===== src/rtl/serial_sub_ctrl_pkg.sv =====
// Shared FSM encodings and default width for the bit-serial subtractor.
// Optional compare flags are enabled by defining SERIAL_SUB_CMP_EN.
package serial_sub_ctrl_pkg;

  localparam int DEFAULT_WIDTH = 8;

  typedef enum logic [1:0] {
    IDLE = 2'd0,
    RUN  = 2'd1,
    DONE = 2'd2
  } state_e;

endpackage


===== src/rtl/serial_sub_ctrl_if.sv =====
// Start/busy/done handshake and operand/result bus of serial_sub_ctrl.
// Compare flags lt/eq/gt exist only when SERIAL_SUB_CMP_EN is defined.
interface serial_sub_ctrl_if #(
  parameter int WIDTH = serial_sub_ctrl_pkg::DEFAULT_WIDTH
);

  logic             start;
  logic [WIDTH-1:0] a;
  logic [WIDTH-1:0] b;
  logic             busy;
  logic             done;
  logic [WIDTH-1:0] diff;
  logic             borrow_out;

`ifdef SERIAL_SUB_CMP_EN
  logic lt;
  logic eq;
  logic gt;

  modport master (output start, a, b,
                  input  busy, done, diff, borrow_out, lt, eq, gt);
  modport slave  (input  start, a, b,
                  output busy, done, diff, borrow_out, lt, eq, gt);
`else
  modport master (output start, a, b,
                  input  busy, done, diff, borrow_out);
  modport slave  (input  start, a, b,
                  output busy, done, diff, borrow_out);
`endif

endinterface


===== src/rtl/serial_sub_ctrl_full_sub_cell.sv =====
// Combinational 1-bit full subtractor: d = x - y - bin, with borrow out.
module full_sub_cell (
  input  logic x,
  input  logic y,
  input  logic bin,
  output logic d,
  output logic bout
);

  assign d    = x ^ y ^ bin;
  assign bout = (~x & y) | (~(x ^ y) & bin);

endmodule


===== src/rtl/serial_sub_ctrl.sv =====
// Bit-serial a - b controller: one full-subtractor cell stepped LSB first.
// Define SERIAL_SUB_CMP_EN to add registered lt/eq/gt compare flags.
module serial_sub_ctrl
  import serial_sub_ctrl_pkg::*;
#(
  parameter int WIDTH = DEFAULT_WIDTH
) (
  input logic              clk,
  input logic              rst_n,
  serial_sub_ctrl_if.slave bus
);

  localparam int                 CNT_W    = $clog2(WIDTH);
  localparam logic [CNT_W-1:0]   LAST_BIT = CNT_W'(WIDTH - 1);

  state_e           state_q, state_d;
  logic [WIDTH-1:0] a_q, a_d;
  logic [WIDTH-1:0] b_q, b_d;
  logic [WIDTH-1:0] diff_q, diff_d;
  logic [CNT_W-1:0] cnt_q, cnt_d;
  logic             borrow_q, borrow_d;
  logic             busy_q, busy_d;
  logic             done_q, done_d;
  logic             cell_d, cell_bout;

`ifdef SERIAL_SUB_CMP_EN
  logic lt_q, lt_d;
  logic eq_q, eq_d;
  logic gt_q, gt_d;
`endif

  full_sub_cell u_cell (
    .x    (a_q[0]),
    .y    (b_q[0]),
    .bin  (borrow_q),
    .d    (cell_d),
    .bout (cell_bout)
  );

  always_comb begin
    state_d  = state_q;
    a_d      = a_q;
    b_d      = b_q;
    diff_d   = diff_q;
    cnt_d    = cnt_q;
    borrow_d = borrow_q;
    busy_d   = busy_q;
    done_d   = 1'b0;
`ifdef SERIAL_SUB_CMP_EN
    lt_d     = lt_q;
    eq_d     = eq_q;
    gt_d     = gt_q;
`endif
    case (state_q)
      IDLE: begin
        if (bus.start) begin
          state_d  = RUN;
          a_d      = bus.a;
          b_d      = bus.b;
          diff_d   = '0;
          cnt_d    = '0;
          borrow_d = 1'b0;
          busy_d   = 1'b1;
        end
      end
      RUN: begin
        // Difference bits enter at the MSB so bit 0 ends at position 0 after WIDTH shifts.
        a_d      = a_q >> 1;
        b_d      = b_q >> 1;
        diff_d   = {cell_d, diff_q[WIDTH-1:1]};
        borrow_d = cell_bout;
        if (cnt_q == LAST_BIT) begin
          state_d = DONE;
          done_d  = 1'b1;
`ifdef SERIAL_SUB_CMP_EN
          lt_d    = cell_bout;
          eq_d    = !cell_bout && (diff_d == '0);
          gt_d    = !lt_d && !eq_d;
`endif
        end else begin
          cnt_d = cnt_q + CNT_W'(1);
        end
      end
      DONE: begin
        state_d = IDLE;
        busy_d  = 1'b0;
      end
      default: begin
        state_d = IDLE;
        busy_d  = 1'b0;
      end
    endcase
  end

  always_ff @(posedge clk or negedge rst_n) begin
    if (!rst_n) begin
      state_q  <= IDLE;
      a_q      <= '0;
      b_q      <= '0;
      diff_q   <= '0;
      cnt_q    <= '0;
      borrow_q <= 1'b0;
      busy_q   <= 1'b0;
      done_q   <= 1'b0;
`ifdef SERIAL_SUB_CMP_EN
      lt_q     <= 1'b0;
      eq_q     <= 1'b0;
      gt_q     <= 1'b0;
`endif
    end else begin
      state_q  <= state_d;
      a_q      <= a_d;
      b_q      <= b_d;
      diff_q   <= diff_d;
      cnt_q    <= cnt_d;
      borrow_q <= borrow_d;
      busy_q   <= busy_d;
      done_q   <= done_d;
`ifdef SERIAL_SUB_CMP_EN
      lt_q     <= lt_d;
      eq_q     <= eq_d;
      gt_q     <= gt_d;
`endif
    end
  end

  assign bus.busy       = busy_q;
  assign bus.done       = done_q;
  assign bus.diff       = diff_q;
  assign bus.borrow_out = borrow_q;
`ifdef SERIAL_SUB_CMP_EN
  assign bus.lt         = lt_q;
  assign bus.eq         = eq_q;
  assign bus.gt         = gt_q;
`endif

endmodule


===== src/flat_wrapper.sv =====
// flat-port wrapper written by rule: the top's interface ports become plain ports
module serial_sub_ctrl_flat import serial_sub_ctrl_pkg::*;
#(
  parameter int WIDTH = DEFAULT_WIDTH
)
  (clk, rst_n, bus_start, bus_a, bus_b, bus_busy, bus_done, bus_diff, bus_borrow_out);
  serial_sub_ctrl_if #(.WIDTH(WIDTH)) bus_i ();
  input logic clk;
  input logic rst_n;
  input wire logic [$bits(bus_i.start)-1:0] bus_start;
  input wire logic [$bits(bus_i.a)-1:0] bus_a;
  input wire logic [$bits(bus_i.b)-1:0] bus_b;
  output wire logic [$bits(bus_i.busy)-1:0] bus_busy;
  output wire logic [$bits(bus_i.done)-1:0] bus_done;
  output wire logic [$bits(bus_i.diff)-1:0] bus_diff;
  output wire logic [$bits(bus_i.borrow_out)-1:0] bus_borrow_out;
  assign bus_i.start = bus_start;
  assign bus_i.a = bus_a;
  assign bus_i.b = bus_b;
  assign bus_busy = bus_i.busy;
  assign bus_done = bus_i.done;
  assign bus_diff = bus_i.diff;
  assign bus_borrow_out = bus_i.borrow_out;
  serial_sub_ctrl #(.WIDTH(WIDTH)) u_core (.clk(clk), .rst_n(rst_n), .bus(bus_i));
endmodule

===== config.mk =====
export PLATFORM = sky130hd
export DESIGN_NAME = serial_sub_ctrl_flat
export DESIGN_NICKNAME = d
export VERILOG_FILES = /design/src/rtl/serial_sub_ctrl_pkg.sv /design/src/rtl/serial_sub_ctrl_if.sv /design/src/rtl/serial_sub_ctrl_full_sub_cell.sv /design/src/rtl/serial_sub_ctrl.sv /design/src/flat_wrapper.sv
export SDC_FILE = /design/constraint.sdc
export NUM_CORES = 1
export LEC_CHECK = 0
export CAP_MARGIN = 0
export CORE_MARGIN = 8
export CORE_UTILIZATION = 56
export CTS_CLUSTER_SIZE = 12
export DETAILED_ROUTE_END_ITERATION = 7
export PLACE_DENSITY = 0.8
export RECOVER_POWER = 50
export SLEW_MARGIN = 20
export SYNTH_ARGS = -nofsm -noshare
export SYNTH_HDL_FRONTEND = slang
export SYNTH_SLANG_ARGS = --single-unit

===== constraint.sdc =====
create_clock -name clk -period 2.7 [get_ports clk]
set_input_delay 0.54 -clock clk [delete_from_list [all_inputs] [get_ports clk]]
set_output_delay 0.54 -clock clk [all_outputs]
set_load 0.1 [all_outputs]

==> impl_results.md <==
- Status: finished clean
- Area Growth Syn to Fin: 17.4%
- Commonest cells post-synth: 32 x dfrtp_1, 16 x inv_1, 14 x nor3b_1
- Clk Latency, worst-skew pair: 310 ps
- Synth top area cells: dfrtp_1 47%, nor4b_2 8.9%, a211oi_2 8.1%
- Vias/cell: 5.75
- Avg Inst Size Synth: 12.5 um2
- Critical path class: flip-flop to output port
- Synthesized Nets: 158
- Initial antenna violation count: 0
- Worst-Margin Slew: 1180 ps
- Nets: 186
- Main flop type after synthesis: dfrtp_1
- Post-CTS setup buffer count: 0
- Pre-CTS WS: 675 ps
- I/O pins: 30
- Yosys reg bits: 32
- Worst Path Required: 2160 ps
- Post-route ant nets: 0
- Clock Skews: 2.21 ps
- Critical path arrival: 1550 ps
- Pwr dens: 1240 nW/um2
- H-tree Lvls: 2
- CP Buf/Inv Count: 1
- Slowest stage delay, CP: 870 ps
- RSZ-0062 raised after global routing: false
- Clk root buf: clkbuf_4
- DR pass1 iterations: 4
- Netlist cell types: 24
- Max-capacitance violation count: 0
- DRT iter0 DRCs: 57
- Pin count of the biggest net entering global routing: 33
- Remaining global-route overflow: 0
- Slew Viols, Final: 0
- Fin Setup TNS: 0 ps
- CTS tree: yes
- DR DRC count: 0
- Layout fillers: 242
- Hold Vio Cnt, Final: 0
- Post-synth top area cell: dfrtp_1
- Share of layout cells above drive strength 1: 25.0%
- Crit path max-delay family: buffers and inverters
- Total die area: 5030 um2
- Final wirelength: 3240 um
- Number of synthesized flops with an enable pin: 0
- Final hold slack: 520 ps
- Final period utilization: 77.4%
- Fin crit period: 2090 ps
- Clock sinks: 32
- Fin util: 67.2%
- Async S/R FF share, synth: 100%
- Die width: 70.9 um
- Final HPWL DP: 2270 um
- Wire per inst: 16.4 um
- # hold bufs at CTS: 0
- Global Route Usage Sum: 13.7%
- Netlist Area Pre-Place: 1690 um2
- Top-count cell post-synth: dfrtp_1
- # setup viols final: 0
- Core area: 2950 um2
- Slowest cell on crit path: clkbuf_1
- Hold Path Class: flip-flop to flip-flop
- Fmax: 479 MHz
- Worst ir drop on vdd: 0.787 mV
- First-pass GRT wire length: 5600 um
- # resized after CTS: 0
- Ys Warns: 0
- CP max FO: 2
- Cts bufs inserted: 5
- Slew headroom: 21.8%
- Worst-path clk slew: 90 ps
- Top-area cell type share of the netlist area: 47.4%
- Initial Utilization: 57.2%
- Leak: 0.872 nW
- Critical Path, Cell by Cell: clkbuf_1
- CP Launch Type: flip-flop
- Max Buffers Root-to-Sink: 2
- DR vias: 1133
- Post-Syn Instances: 135
- GP Congestion: 0.733
- ANT cells: 0
- Crit end category: output port
- Number of global-route vias before repair: 1213
- Die height: 70.9 um
- Cell Rows: 20
- Sequential fraction of the synthesis area: 47.4%
- IO Port Bufs: 29
- Worst setup margin: 611 ps
per-stage QoR:
stage | power, mW | instance area [um2] | std cells
final | 2.47 | 1980 | 197
after detailed placement | 2.23 | 1940 | 189
after floorplan | 1.97 | 1690 | 135
after global routing | 2.63 | 1980 | 197
after CTS | 2.52 | 2000 | 197
after global placement | 2.17 | 1940 | 189
path summary, 6_finish.rpt:
path	depth (start not counted)	slack, ps	to	startpoint
setup / recovery	1	610	bus_busy	u_core.bus.busy$_DFFE_PN0P_
hold / removal	1	520	u_core.bus.diff[0]$_DFFE_PN0P_	u_core.bus.diff[0]$_DFFE_PN0P_
setup reg to reg	2	1040	u_core.cnt_q[2]$_DFFE_PN0P_	u_core.state_q[1]$_DFFE_PN0P_
hold reg to reg	1	520	u_core.bus.diff[0]$_DFFE_PN0P_	u_core.bus.diff[0]$_DFFE_PN0P_
max in group asynchronous	2	1730	u_core.a_q[5]$_DFFE_PN0P_	rst_n
min in group asynchronous	2	680	u_core.bus.diff[6]$_DFFE_PN0P_	rst_n
placed cells by master, fill, tap and decap left out:
cell / instances
dfrtp_1: 32
inv_1: 16
clkdlybuf4s50_1: 16
nor3b_1: 14
a22o_1: 11
a211oi_2: 11
buf_4: 11
nor4b_2: 10
clkbuf_1: 6
clkbuf_4: 5
nor4b_1: 4
and3_1: 3
a221o_1: 3
a211oi_1: 3
ha_1: 3
and2_1: 2
nand2b_1: 2
a21oi_1: 2
nor2b_1: 2
dlygate4sd3_1: 2
nor2b_2: 1
o21bai_4: 1
nor3b_2: 1
nor2_1: 1
fa_1: 1
clkbuf_8: 1
per-layer routing:
layer / vias to the layer above / part of all wire [%] / track usage [%]
met5: - / 0 / 0
met4: 0 / 0.74 / 4.85
met3: 2 / 3.9 / 4.24
met2: 14 / 51 / 23.1
met1: 572 / 44 / 16.0
li1: 545 / - / -
report_power, final:
part | total [mW] | internal, mW | switching (mW) | leakage, nW
clock network | 0.279 | 0.129 | 0.150 | 0.0326
logic | 1.33 | 0.445 | 0.882 | 0.450
registers | 0.862 | 0.688 | 0.174 | 0.390
final cells by class:
class	count	area, um2	area share [%]
well taps	33	41.3	2.08
multi-input cells	75	744	37.5
clock buffers	8	58.8	2.97
inverters	16	60.1	3.03
repair buffers	33	278	14.0
flip-flops and latches	32	801	40.4
sequential cells by signal, indices dropped and copies added (netlist names):
name	count
u_core.b_q	8
u_core.cnt_q	3
u_core.bus.busy	1
u_core.a_q	8
u_core.bus.diff	8
u_core.bus.done	1
u_core.state_q	2
u_core.bus.borrow_out	1
cell families (layout without fill, tap and decap cells):
logic type	after synthesis	count (layout)	share of synthesized area, %
flip-flops	32	32	47.4
adder cells (fa/ha/maj)	4	4	3.41
AND/OR/NAND/NOR	40	40	22.0
buffers and inverters	28	57	8.52
AO/OA/AOI/OAI	31	31	18.7
Note: power is estimated with default switching activity, not from simulation.
